## src/rtl/psimd_lsu_if.sv

```systemverilog
// Request/response and memory-side signals of the PSIMD load/store unit.
// The lane-mask input exists only when PSIMD_LSU_LANE_MASK_EN is defined.
interface psimd_lsu_if #(
  parameter int ADDR_W = 32,
  parameter int DATA_W = 64,
  parameter int IMM_W  = 12
);
  logic              req_valid;
  logic              req_ready;
  logic              req_store;
  logic [ADDR_W-1:0] req_base;
  logic [IMM_W-1:0]  req_imm;
  logic [DATA_W-1:0] req_wdata;
  logic [4:0]        req_rd;
`ifdef PSIMD_LSU_LANE_MASK_EN
  logic [3:0]        req_mask;
`endif
  logic              resp_valid;
  logic              resp_ready;
  logic [DATA_W-1:0] resp_data;
  logic [4:0]        resp_rd;
  logic              resp_err;
  logic [ADDR_W-1:0] address;
  logic [DATA_W-1:0] data_out_to_mem;
  logic              mem_read;
  logic              mem_write;
  logic [DATA_W-1:0] data_in_from_mem;

  modport slave (
`ifdef PSIMD_LSU_LANE_MASK_EN
    input  req_mask,
`endif
    input  req_valid, req_store, req_base, req_imm, req_wdata, req_rd,
    input  resp_ready, data_in_from_mem,
    output req_ready, resp_valid, resp_data, resp_rd, resp_err,
    output address, data_out_to_mem, mem_read, mem_write
  );

  modport master (
`ifdef PSIMD_LSU_LANE_MASK_EN
    output req_mask,
`endif
    output req_valid, req_store, req_base, req_imm, req_wdata, req_rd,
    output resp_ready, data_in_from_mem,
    input  req_ready, resp_valid, resp_data, resp_rd, resp_err,
    input  address, data_out_to_mem, mem_read, mem_write
  );
endinterface

```

## src/rtl/psimd_lsu.sv

```systemverilog
// PSIMD load/store unit: one vector request at a time, single-cycle memory access.
// Optional per-lane store masking (read-modify-write) under PSIMD_LSU_LANE_MASK_EN.
module psimd_lsu #(
  parameter int ADDR_W    = 32,
  parameter int DATA_W    = 64,
  parameter int IMM_W     = 12,
  parameter int MEM_DEPTH = 256,
  parameter int ALIGN     = 8
) (
  input  logic       clk,
  input  logic       rst_n,
  psimd_lsu_if.slave bus
);
  localparam int LANES  = 4;
  localparam int LANE_W = DATA_W / LANES;

  typedef enum logic [1:0] {
    IDLE   = 2'd0,
    ACCESS = 2'd1,
`ifdef PSIMD_LSU_LANE_MASK_EN
    RMW_RD = 2'd3,
`endif
    RESP   = 2'd2
  } state_t;

  function automatic logic [ADDR_W-1:0] calc_ea(input logic [ADDR_W-1:0] base,
                                                input logic signed [IMM_W-1:0] imm);
    return base + ADDR_W'(imm);
  endfunction

  // ALIGN is a power of two, so the low bits give the remainder.
  function automatic logic addr_bad(input logic [ADDR_W-1:0] ea);
    return ((ea & ADDR_W'(ALIGN - 1)) != '0) || (ea >= ADDR_W'(MEM_DEPTH));
  endfunction

`ifdef PSIMD_LSU_LANE_MASK_EN
  function automatic logic [DATA_W-1:0] merge_lanes(input logic [DATA_W-1:0] old_w,
                                                    input logic [DATA_W-1:0] new_w,
                                                    input logic [LANES-1:0]  mask);
    logic [DATA_W-1:0] m;
    m = '0;
    for (int i = 0; i < LANES; i++)
      m[i*LANE_W +: LANE_W] = mask[i] ? new_w[i*LANE_W +: LANE_W] : old_w[i*LANE_W +: LANE_W];
    return m;
  endfunction
`endif

  state_t            state, state_nx;
  logic [ADDR_W-1:0] req_ea;
  logic              req_err;
  logic [ADDR_W-1:0] ea_p0;
  logic              store_p0;
  logic [DATA_W-1:0] wdata_p0;
  logic [4:0]        rd_p0;
  logic [DATA_W-1:0] resp_data_p1;
  logic              resp_err_p1;
  logic [DATA_W-1:0] wr_word;
`ifdef PSIMD_LSU_LANE_MASK_EN
  logic [LANES-1:0]  req_mask_eff;
  logic [LANES-1:0]  mask_p0;
  logic [DATA_W-1:0] old_p0;

  // Loads behave as full-width so they never enter the read-modify-write path.
  assign req_mask_eff = bus.req_store ? bus.req_mask : '1;
  assign wr_word      = merge_lanes(old_p0, wdata_p0, mask_p0);
`else
  assign wr_word      = wdata_p0;
`endif

  assign req_ea  = calc_ea(bus.req_base, bus.req_imm);
  assign req_err = addr_bad(req_ea);

  assign bus.resp_data = resp_data_p1;
  assign bus.resp_err  = resp_err_p1;
  assign bus.resp_rd   = rd_p0;

  always_ff @(posedge clk or negedge rst_n) begin
    if (!rst_n) state <= IDLE;
    else        state <= state_nx;
  end

  // Memory strobes are decoded from state so an asynchronous reset drops them at once.
  always_comb begin
    state_nx            = state;
    bus.req_ready       = 1'b0;
    bus.resp_valid      = 1'b0;
    bus.address         = '0;
    bus.data_out_to_mem = '0;
    bus.mem_read        = 1'b0;
    bus.mem_write       = 1'b0;
    unique case (state)
      IDLE: begin
        bus.req_ready = 1'b1;
        if (bus.req_valid) begin
          if (req_err)                   state_nx = RESP;
`ifdef PSIMD_LSU_LANE_MASK_EN
          else if (req_mask_eff == '0)   state_nx = RESP;
          else if (req_mask_eff != '1)   state_nx = RMW_RD;
`endif
          else                           state_nx = ACCESS;
        end
      end
`ifdef PSIMD_LSU_LANE_MASK_EN
      RMW_RD: begin
        bus.address  = ea_p0;
        bus.mem_read = 1'b1;
        state_nx     = ACCESS;
      end
`endif
      ACCESS: begin
        bus.address         = ea_p0;
        bus.mem_read        = ~store_p0;
        bus.mem_write       = store_p0;
        bus.data_out_to_mem = wr_word;
        state_nx            = RESP;
      end
      RESP: begin
        bus.resp_valid = 1'b1;
        if (bus.resp_ready) state_nx = IDLE;
      end
      default: state_nx = IDLE;
    endcase
  end

  // Request latch (_p0) and response registers (_p1).
  always_ff @(posedge clk or negedge rst_n) begin
    if (!rst_n) begin
      ea_p0        <= '0;
      store_p0     <= 1'b0;
      wdata_p0     <= '0;
      rd_p0        <= '0;
      resp_data_p1 <= '0;
      resp_err_p1  <= 1'b0;
`ifdef PSIMD_LSU_LANE_MASK_EN
      mask_p0      <= '0;
      old_p0       <= '0;
`endif
    end else begin
      if (state == IDLE && bus.req_valid) begin
        ea_p0        <= req_ea;
        store_p0     <= bus.req_store;
        wdata_p0     <= bus.req_wdata;
        rd_p0        <= bus.req_rd;
        resp_data_p1 <= '0;
        resp_err_p1  <= req_err;
`ifdef PSIMD_LSU_LANE_MASK_EN
        mask_p0      <= req_mask_eff;
`endif
      end
`ifdef PSIMD_LSU_LANE_MASK_EN
      if (state == RMW_RD) old_p0 <= bus.data_in_from_mem;
`endif
      if (state == ACCESS && !store_p0) resp_data_p1 <= bus.data_in_from_mem;
    end
  end
endmodule

```

## src/flat_wrapper.sv

```systemverilog
// flat-port wrapper written by rule: the top's interface ports become plain ports
module psimd_lsu_flat 
#(
  parameter int ADDR_W    = 32,
  parameter int DATA_W    = 64,
  parameter int IMM_W     = 12,
  parameter int MEM_DEPTH = 256,
  parameter int ALIGN     = 8
)
  (clk, rst_n, bus_req_valid, bus_req_store, bus_req_base, bus_req_imm, bus_req_wdata, bus_req_rd, bus_resp_ready, bus_data_in_from_mem, bus_req_ready, bus_resp_valid, bus_resp_data, bus_resp_rd, bus_resp_err, bus_address, bus_data_out_to_mem, bus_mem_read, bus_mem_write);
  psimd_lsu_if #(.ADDR_W(ADDR_W), .DATA_W(DATA_W), .IMM_W(IMM_W)) bus_i ();
  input  logic clk;
  input  logic rst_n;
  input wire logic [$bits(bus_i.req_valid)-1:0] bus_req_valid;
  input wire logic [$bits(bus_i.req_store)-1:0] bus_req_store;
  input wire logic [$bits(bus_i.req_base)-1:0] bus_req_base;
  input wire logic [$bits(bus_i.req_imm)-1:0] bus_req_imm;
  input wire logic [$bits(bus_i.req_wdata)-1:0] bus_req_wdata;
  input wire logic [$bits(bus_i.req_rd)-1:0] bus_req_rd;
  input wire logic [$bits(bus_i.resp_ready)-1:0] bus_resp_ready;
  input wire logic [$bits(bus_i.data_in_from_mem)-1:0] bus_data_in_from_mem;
  output wire logic [$bits(bus_i.req_ready)-1:0] bus_req_ready;
  output wire logic [$bits(bus_i.resp_valid)-1:0] bus_resp_valid;
  output wire logic [$bits(bus_i.resp_data)-1:0] bus_resp_data;
  output wire logic [$bits(bus_i.resp_rd)-1:0] bus_resp_rd;
  output wire logic [$bits(bus_i.resp_err)-1:0] bus_resp_err;
  output wire logic [$bits(bus_i.address)-1:0] bus_address;
  output wire logic [$bits(bus_i.data_out_to_mem)-1:0] bus_data_out_to_mem;
  output wire logic [$bits(bus_i.mem_read)-1:0] bus_mem_read;
  output wire logic [$bits(bus_i.mem_write)-1:0] bus_mem_write;
  assign bus_i.req_valid = bus_req_valid;
  assign bus_i.req_store = bus_req_store;
  assign bus_i.req_base = bus_req_base;
  assign bus_i.req_imm = bus_req_imm;
  assign bus_i.req_wdata = bus_req_wdata;
  assign bus_i.req_rd = bus_req_rd;
  assign bus_i.resp_ready = bus_resp_ready;
  assign bus_i.data_in_from_mem = bus_data_in_from_mem;
  assign bus_req_ready = bus_i.req_ready;
  assign bus_resp_valid = bus_i.resp_valid;
  assign bus_resp_data = bus_i.resp_data;
  assign bus_resp_rd = bus_i.resp_rd;
  assign bus_resp_err = bus_i.resp_err;
  assign bus_address = bus_i.address;
  assign bus_data_out_to_mem = bus_i.data_out_to_mem;
  assign bus_mem_read = bus_i.mem_read;
  assign bus_mem_write = bus_i.mem_write;
  psimd_lsu #(.ADDR_W(ADDR_W), .DATA_W(DATA_W), .IMM_W(IMM_W), .MEM_DEPTH(MEM_DEPTH), .ALIGN(ALIGN)) u_core (.clk(clk), .rst_n(rst_n), .bus(bus_i));
endmodule
```

## config.mk

```make
export PLATFORM = sky130hd
export DESIGN_NAME = psimd_lsu_flat
export DESIGN_NICKNAME = d
export VERILOG_FILES = /design/src/rtl/psimd_lsu_if.sv /design/src/rtl/psimd_lsu.sv /design/src/flat_wrapper.sv
export SDC_FILE = /design/constraint.sdc
export NUM_CORES = 1
export LEC_CHECK = 0
export ABC_CLOCK_PERIOD_IN_PS = 2610
export BUFFER_PORTS_ARGS = -buffer_cell sky130_fd_sc_hd__buf_2
export CAP_MARGIN = 30
export CORE_MARGIN = 10
export CORE_UTILIZATION = 40
export CTS_CLUSTER_SIZE = 10
export DETAILED_ROUTE_END_ITERATION = 8
export PLACE_DENSITY_LB_ADDON = 0.25
export SKIP_CTS_REPAIR_TIMING = 1
export SYNTH_ARGS = -nofsm -noshare
export SYNTH_HDL_FRONTEND = slang
export SYNTH_SLANG_ARGS = --single-unit
```

## constraint.sdc

```tcl
create_clock -name clk -period 2.61 [get_ports clk]
set_clock_uncertainty 0.1 [all_clocks]
set_input_delay 0.261 -clock clk [delete_from_list [all_inputs] [get_ports clk]]
set_output_delay 0.261 -clock clk [all_outputs]
set_load 0.005 [all_outputs]
```

==> results of run 1 <==
==> flip-flops by register name, indices dropped and copies added (netlist names) <==
register / cells
u_core.bus.resp_data: 64
u_core.wdata_p0: 64
u_core.ea_p0: 32
u_core.bus.resp_rd: 5
u_core.state: 2
u_core.bus.resp_err: 1
u_core.store_p0: 1
==> layer usage <==
metal	track usage	up-vias	routed length, um
li1	-	4558	-
met1	0.248	4681	13400
met2	0.374	455	18800
met3	0.0582	69	3000
met4	0.0565	0	1170
met5	0	-	0
==> cell usage after synthesis (3+ instances only) <==
master	n	area share
and3_1	4	0.0028
o311ai_1	3	0.0029
or2_1	3	0.0021
xor2_1	10	0.0098
o21ai_1	3	0.0017
nor3_1	13	0.0073
dfrtp_1	169	0.47
a211oi_1	5	0.0042
clkbuf_1	48	0.020
a21oi_1	35	0.020
nand3_1	15	0.0084
nand4_1	11	0.0077
o22ai_1	3	0.0021
ha_1	31	0.043
inv_1	10	0.0042
xnor2_1	13	0.013
a21o_1	14	0.012
o211ai_1	6	0.0050
nand2_1	284	0.12
o31ai_1	3	0.0025
buf_1	11	0.0046
o21bai_1	3	0.0025
and2_1	101	0.071
a2111o_1	3	0.0038
a21oi_2	3	0.0029
or3_1	6	0.0042
nor2_1	26	0.011
o21a_1	6	0.0050
o21ai_0	44	0.025
nor2b_1	8	0.0056
a22o_1	64	0.063
nand2b_1	5	0.0035
==> critical path, cell delays in order <==
cell      delay, ps
buf_12          110
buf_6           110
ha_4            280
buf_6           100
nand2_4          40
a2111o_1        460
a21o_4          220
buf_6           120
a211o_1         300
nand3_1          90
nand4_1         180
nor4_4          360
a21oi_1         100
==> cell families after synthesis <==
group / share of synthesized area
AO/OA/AOI/OAI: 0.173
multiplexers: 0.00237
AND/OR/NAND/NOR: 0.253
buffers and inverters: 0.0313
XOR/XNOR: 0.0225
flip-flops: 0.472
adder cells (fa/ha/maj): 0.0455
==> power by group through the flow <==
| stage | combinational (mW) | sequential (mW) | clock [mW] |
|---|---|---|---|
| 5_1_grt | 2.22 | 3.29 | 2.75 |
| 2_1_floorplan | 0.989 | 3.21 | 0 |
| 3_5_place_dp | 1.74 | 3.28 | 0 |
| 4_1_cts | 1.75 | 3.23 | 2.65 |
| 3_3_place_gp | 1.71 | 3.25 | 0 |
| 6_report | 2.01 | 3.24 | 2.59 |
==> final cells by class <==
type	instances	area (um2)
diodes	1	2.50
inverters	10	37.5
flip-flops and latches	169	4230
multi-input cells	761	4890
fillers	1693	7660
clock inverters	15	184
clock buffers	17	425
well taps	280	350
repair buffers	605	4180
==> per-stage QoR <==
step | hold slack, ps | setup WS [ps]
floorplan | -135 | 0.131
global placement | 226 | -404
detailed placement | 220 | -473
CTS | -236 | -33.6
global route | 15.4 | -8.42
finish | 15.9 | 59.9
==> how the worst max path moves through the flow <==
stage | depth (start not counted) | endpoint | start | slack (ps)
2_1_floorplan | 10 | u_core.bus.resp_err$_DFFE_PN0P_ | bus_req_imm[11] | 0.1
3_3_place_gp | 11 | u_core.state[1]$_DFFE_PN0P_ | bus_req_imm[11] | -400
3_5_place_dp | 12 | u_core.bus.resp_err$_DFFE_PN0P_ | bus_req_imm[11] | -470
4_1_cts | 12 | u_core.bus.resp_err$_DFFE_PN0P_ | bus_req_imm[11] | -30
5_1_grt | 13 | u_core.bus.resp_err$_DFFE_PN0P_ | bus_req_imm[11] | -8
6_report | 13 | u_core.bus.resp_err$_DFFE_PN0P_ | bus_req_imm[11] | 60
==> results.py, run 1 <==
metrics = {
    "outcome": {
        "outcome": "finished clean",
    },
    "timing": {
        "finalSetupViolations": 0,
        "slew_violations": 0,
        "min_period_ps": 2550,
        "max_slew_margin": 0.556,
        "worst_pin_slew_ps": 666,
        "fmax_mhz": 392,
        "fin_crit_sh": 0.977,
        "fin_tns_setup_ps": 0,
        "hold_violations": 0,
    },
    "flow_run": {
        "drv_cap": 0,
    },
    "worst_setup_path": {
        "start_kind": "input port",
        "end_kind": "flop",
        "cp_max_fo": 6,
        "r2r-end": "u_core.wdata_p0[38]$_DFFE_PN0P_",
        "worstPathRequired_ps": 2810,
        "r2r_cells": 5,
        "ff2ff_setup_slack_ps": 650,
        "rr_startpoint": "u_core.state[1]$_DFFE_PN0P_",
        "arrival_ps": 2750,
        "path_class": "in -> reg",
    },
    "pwr": {
        "p_leak_nw": 7.57,
        "powerDensity_nw_per_um2": 549,
        "peakVddDrop_mv": 0.444,
        "finalPower_mw": 7.85,
        "p_clk_frac": 0.331,
        "p_int_mw": 5.46,
        "power_frac_comb": 0.256,
        "swShare": 0.305,
        "power.switching_mw": 2.39,
        "p_seq_frac": 0.413,
    },
    "min_path": {
        "worstHoldEndpoint": "u_core.state[1]$_DFFE_PN0P_",
        "hold_path_class": "in -> reg",
        "min-delay-start": "bus_resp_ready",
        "hold_depth": 4,
    },
    "synthesis": {
        "synthesis.instances": 1002,
        "syn_area_um2": 8960,
        "ys.flop_type": "dfrtp_1",
        "syn_nets": 1216,
        "async_flop_share": 1.00,
        "ys_ff_latch": 169,
        "yosys_warnings": 0,
        "synth_edf_count": 0,
        "syn_avg_cell_area_um2": 8.94,
        "ys_seq_area_frac": 0.472,
        "synth_cell_types": 62,
    },
    "clock_network": {
        "clk_path_buf_depth": 2,
        "cts.htree.levels": 4,
        "cts_buffers": 17,
        "cts-root-buf": "clkbuf_16",
        "cts.clk_slew.worst_paths_ps": 70,
        "cts_tree": "built",
        "cts.sinks": 169,
        "clock_latency_ps": 420,
    },
    "place": {
        "gp_congestion": 0.882,
        "place_area_um2": 12100,
        "portBuffers": 351,
        "place_inst": 1686,
        "dpl.hpwl_um": 25000,
    },
    "cells_and_area": {
        "layout_common_cells": "buf_2 (349), nand2_1 (280), dfrtp_1 (169)",
        "area_growth_pct": 59.6,
        "post_route_cells_drive_above_1_share": 0.364,
        "fin_nets": 1778,
        "final_cells": 1858,
        "final_area_um2": 14300,
        "utilization": 0.651,
        "final_common_cell": "buf_2",
    },
    "detailed_routing": {
        "vias": 9763,
        "drtIter0Drc": 932,
        "final_antenna_net_count": 0,
        "viasPerCell": 5.25,
        "routed_wl_um": 36400,
        "post_drt_wl_per_cell_um": 19.6,
        "drc_errors": 0,
        "dr.pass1.iters": 8,
    },
    "global_route": {
        "grt_use_total": 0.212,
        "grt_pass1_vias": 8718,
        "grt_pass1_wl_um": 48900,
        "grt_max_degree": 86,
        "antenna_found_initial": 1,
        "grt_overflow": 0,
    },
    "floorplan": {
        "fp.dieH_um": 170,
        "die_area_um2": 28800,
        "pin_count": 352,
        "core_um2": 22000,
        "initial_utilization": 0.408,
        "num_rows": 54,
        "die_x_um": 170,
    },
}
Power figures use the tool's default switching activity.
==> run 2: changes to the inputs <==
BUFFER_PORTS_ARGS = -buffer_cell sky130_fd_sc_hd__clkbuf_2   (was -buffer_cell sky130_fd_sc_hd__buf_2)
==> run 2 against run 1 <==
Critical endpoint unchanged. Sequential cell count unchanged. Clock-buffer cell count did not move. Non-clock buffer count is 10 higher. Cell area up 0.53%. Register-to-register slack worse by 110 ps. Wire length decreased by 1.3%. Sequential share of layout area down 0.16 points. Final cell count is 0.48% higher. Die area unchanged. Largest cell class unchanged.
==> results.py, run 2 (synthesized netlist as in run 1, its figures left out) <==
metrics = {
    "place": {
        "gp_congestion": 0.881,
        "portBuffers": 351,
        "dpl_worst_slack_ps": -524,
        "dpl.hpwl_um": 25000,
    },
    "floorplan": {
        "initial_utilization": 0.408,
        "die_area_um2": 28800,
        "num_rows": 54,
        "fp.dieH_um": 170,
        "die_x_um": 170,
        "core_um2": 22000,
        "pin_count": 352,
    },
    "clock_network": {
        "cts.clk_slew.worst_paths_ps": 70,
        "cts.sinks": 169,
        "cts.htree.levels": 4,
        "clock_latency_ps": 420,
        "clk_path_buf_depth": 2,
        "cts_tree": "built",
        "cts_buffers": 17,
        "cts-root-buf": "clkbuf_16",
    },
    "cells_and_area": {
        "fin_nets": 1788,
        "diodes": 0,
        "area_growth_pct": 60.5,
        "fill_cells": 1712,
        "final_common_cell": "clkbuf_2",
        "layout_common_cells": "clkbuf_2 (349), nand2_1 (280), dfrtp_1 (169)",
        "post_route_cells_drive_above_1_share": 0.371,
    },
    "global_route": {
        "grt_max_degree": 98,
        "grt_overflow": 0,
        "antenna_found_initial": 0,
        "grt_pass1_wl_um": 48700,
        "grt_pass1_vias": 8846,
        "grt_use_total": 0.212,
    },
    "worst_setup_path": {
        "worstPathRequired_ps": 2810,
        "start_kind": "input port",
        "cp_max_fo": 5,
        "arrival_ps": 2740,
        "end_kind": "flop",
        "path_class": "in -> reg",
    },
    "timing": {
        "fin_ws_ps": 65.8,
        "fin_tns_setup_ps": 0,
        "whs_ps": 16.7,
        "worst_pin_slew_ps": 554,
        "fmax_mhz": 393,
        "hold_violations": 0,
        "min_period_ps": 2540,
        "finalSetupViolations": 0,
        "slew_violations": 0,
        "max_slew_margin": 0.631,
        "fin_crit_sh": 0.975,
    },
    "outcome": {
        "outcome": "finished clean",
    },
    "detailed_routing": {
        "drtIter0Drc": 974,
        "post_drt_wl_per_cell_um": 19.2,
        "viasPerCell": 5.22,
        "routed_wl_um": 35900,
        "drc_errors": 0,
        "dr.pass1.iters": 6,
        "vias": 9751,
        "final_antenna_net_count": 0,
    },
    "pwr": {
        "peakVddDrop_mv": 0.454,
        "p_leak_nw": 7.50,
        "powerDensity_nw_per_um2": 553,
    },
    "min_path": {
        "hold_path_class": "in -> reg",
    },
    "flow_run": {
        "drv_cap": 0,
    },
}
[run 2: area by class of cell]
type	count	area [um2]	share of cell area
multi-input cells	761	4940	0.343
repair buffers	615	4200	0.292
inverters	10	37.5	0.00261
clock buffers	17	425	0.0296
well taps	280	350	0.0244
flip-flops and latches	169	4230	0.294
clock inverters	15	199	0.0138
[run 2: stage by stage]
step	area [um2]	cells	total power, mW	utilization
after detailed placement	12200	1696	5.03	0.554
after global placement	12200	1696	4.97	0.554
after global routing	14400	1867	8.38	0.655
after CTS	12800	1728	7.71	0.583
after floorplan	9290	1002	4.20	-
final	14400	1867	7.94	0.655
[run 2: report_power, final]
| part | internal [mW] | switching, mW | total, mW |
|---|---|---|---|
| logic | 0.987 | 1.05 | 2.03 |
| registers | 3.03 | 0.214 | 3.24 |
| clock network | 1.47 | 1.19 | 2.67 |
| total | 5.49 | 2.45 | 7.94 |
[run 2: critical path, cell delays in order]
cell	delay, ps
clkbuf_2	100
ha_4	230
a21o_1	170
a31o_4	230
o21ai_4	250
nand2_2	150
buf_4	170
a21oi_1	220
xnor2_1	150
a2111o_1	450
nor4_4	240
a21oi_1	100
[run 2: worst paths after layout]
| check | start | end | slack, ps | depth (start not counted) |
|---|---|---|---|---|
| worst max-delay path | bus_req_imm[4] | u_core.bus.resp_err$_DFFE_PN0P_ | 70 | 12 |
| worst min-delay path | bus_resp_ready | u_core.state[1]$_DFFE_PN0P_ | 20 | 4 |
| worst max register to register | u_core.state[1]$_DFFE_PN0P_ | u_core.wdata_p0[26]$_DFFE_PN0P_ | 540 | 5 |
| worst min register to register | u_core.wdata_p0[44]$_DFFE_PN0P_ | u_core.wdata_p0[44]$_DFFE_PN0P_ | 370 | 2 |
| max in group asynchronous | rst_n | u_core.ea_p0[10]$_DFFE_PN0P_ | 1400 | 3 |
| min in group asynchronous | rst_n | u_core.bus.resp_data[21]$_DFFE_PN0P_ | 260 | 2 |
[run 2: layer usage]
layer,vias up,part of all wire,global-route usage
met5,-,0,0
met4,0,0.033,0.0633
met3,72,0.082,0.0544
met2,429,0.51,0.370
met1,4665,0.37,0.250
li1,4585,-,-
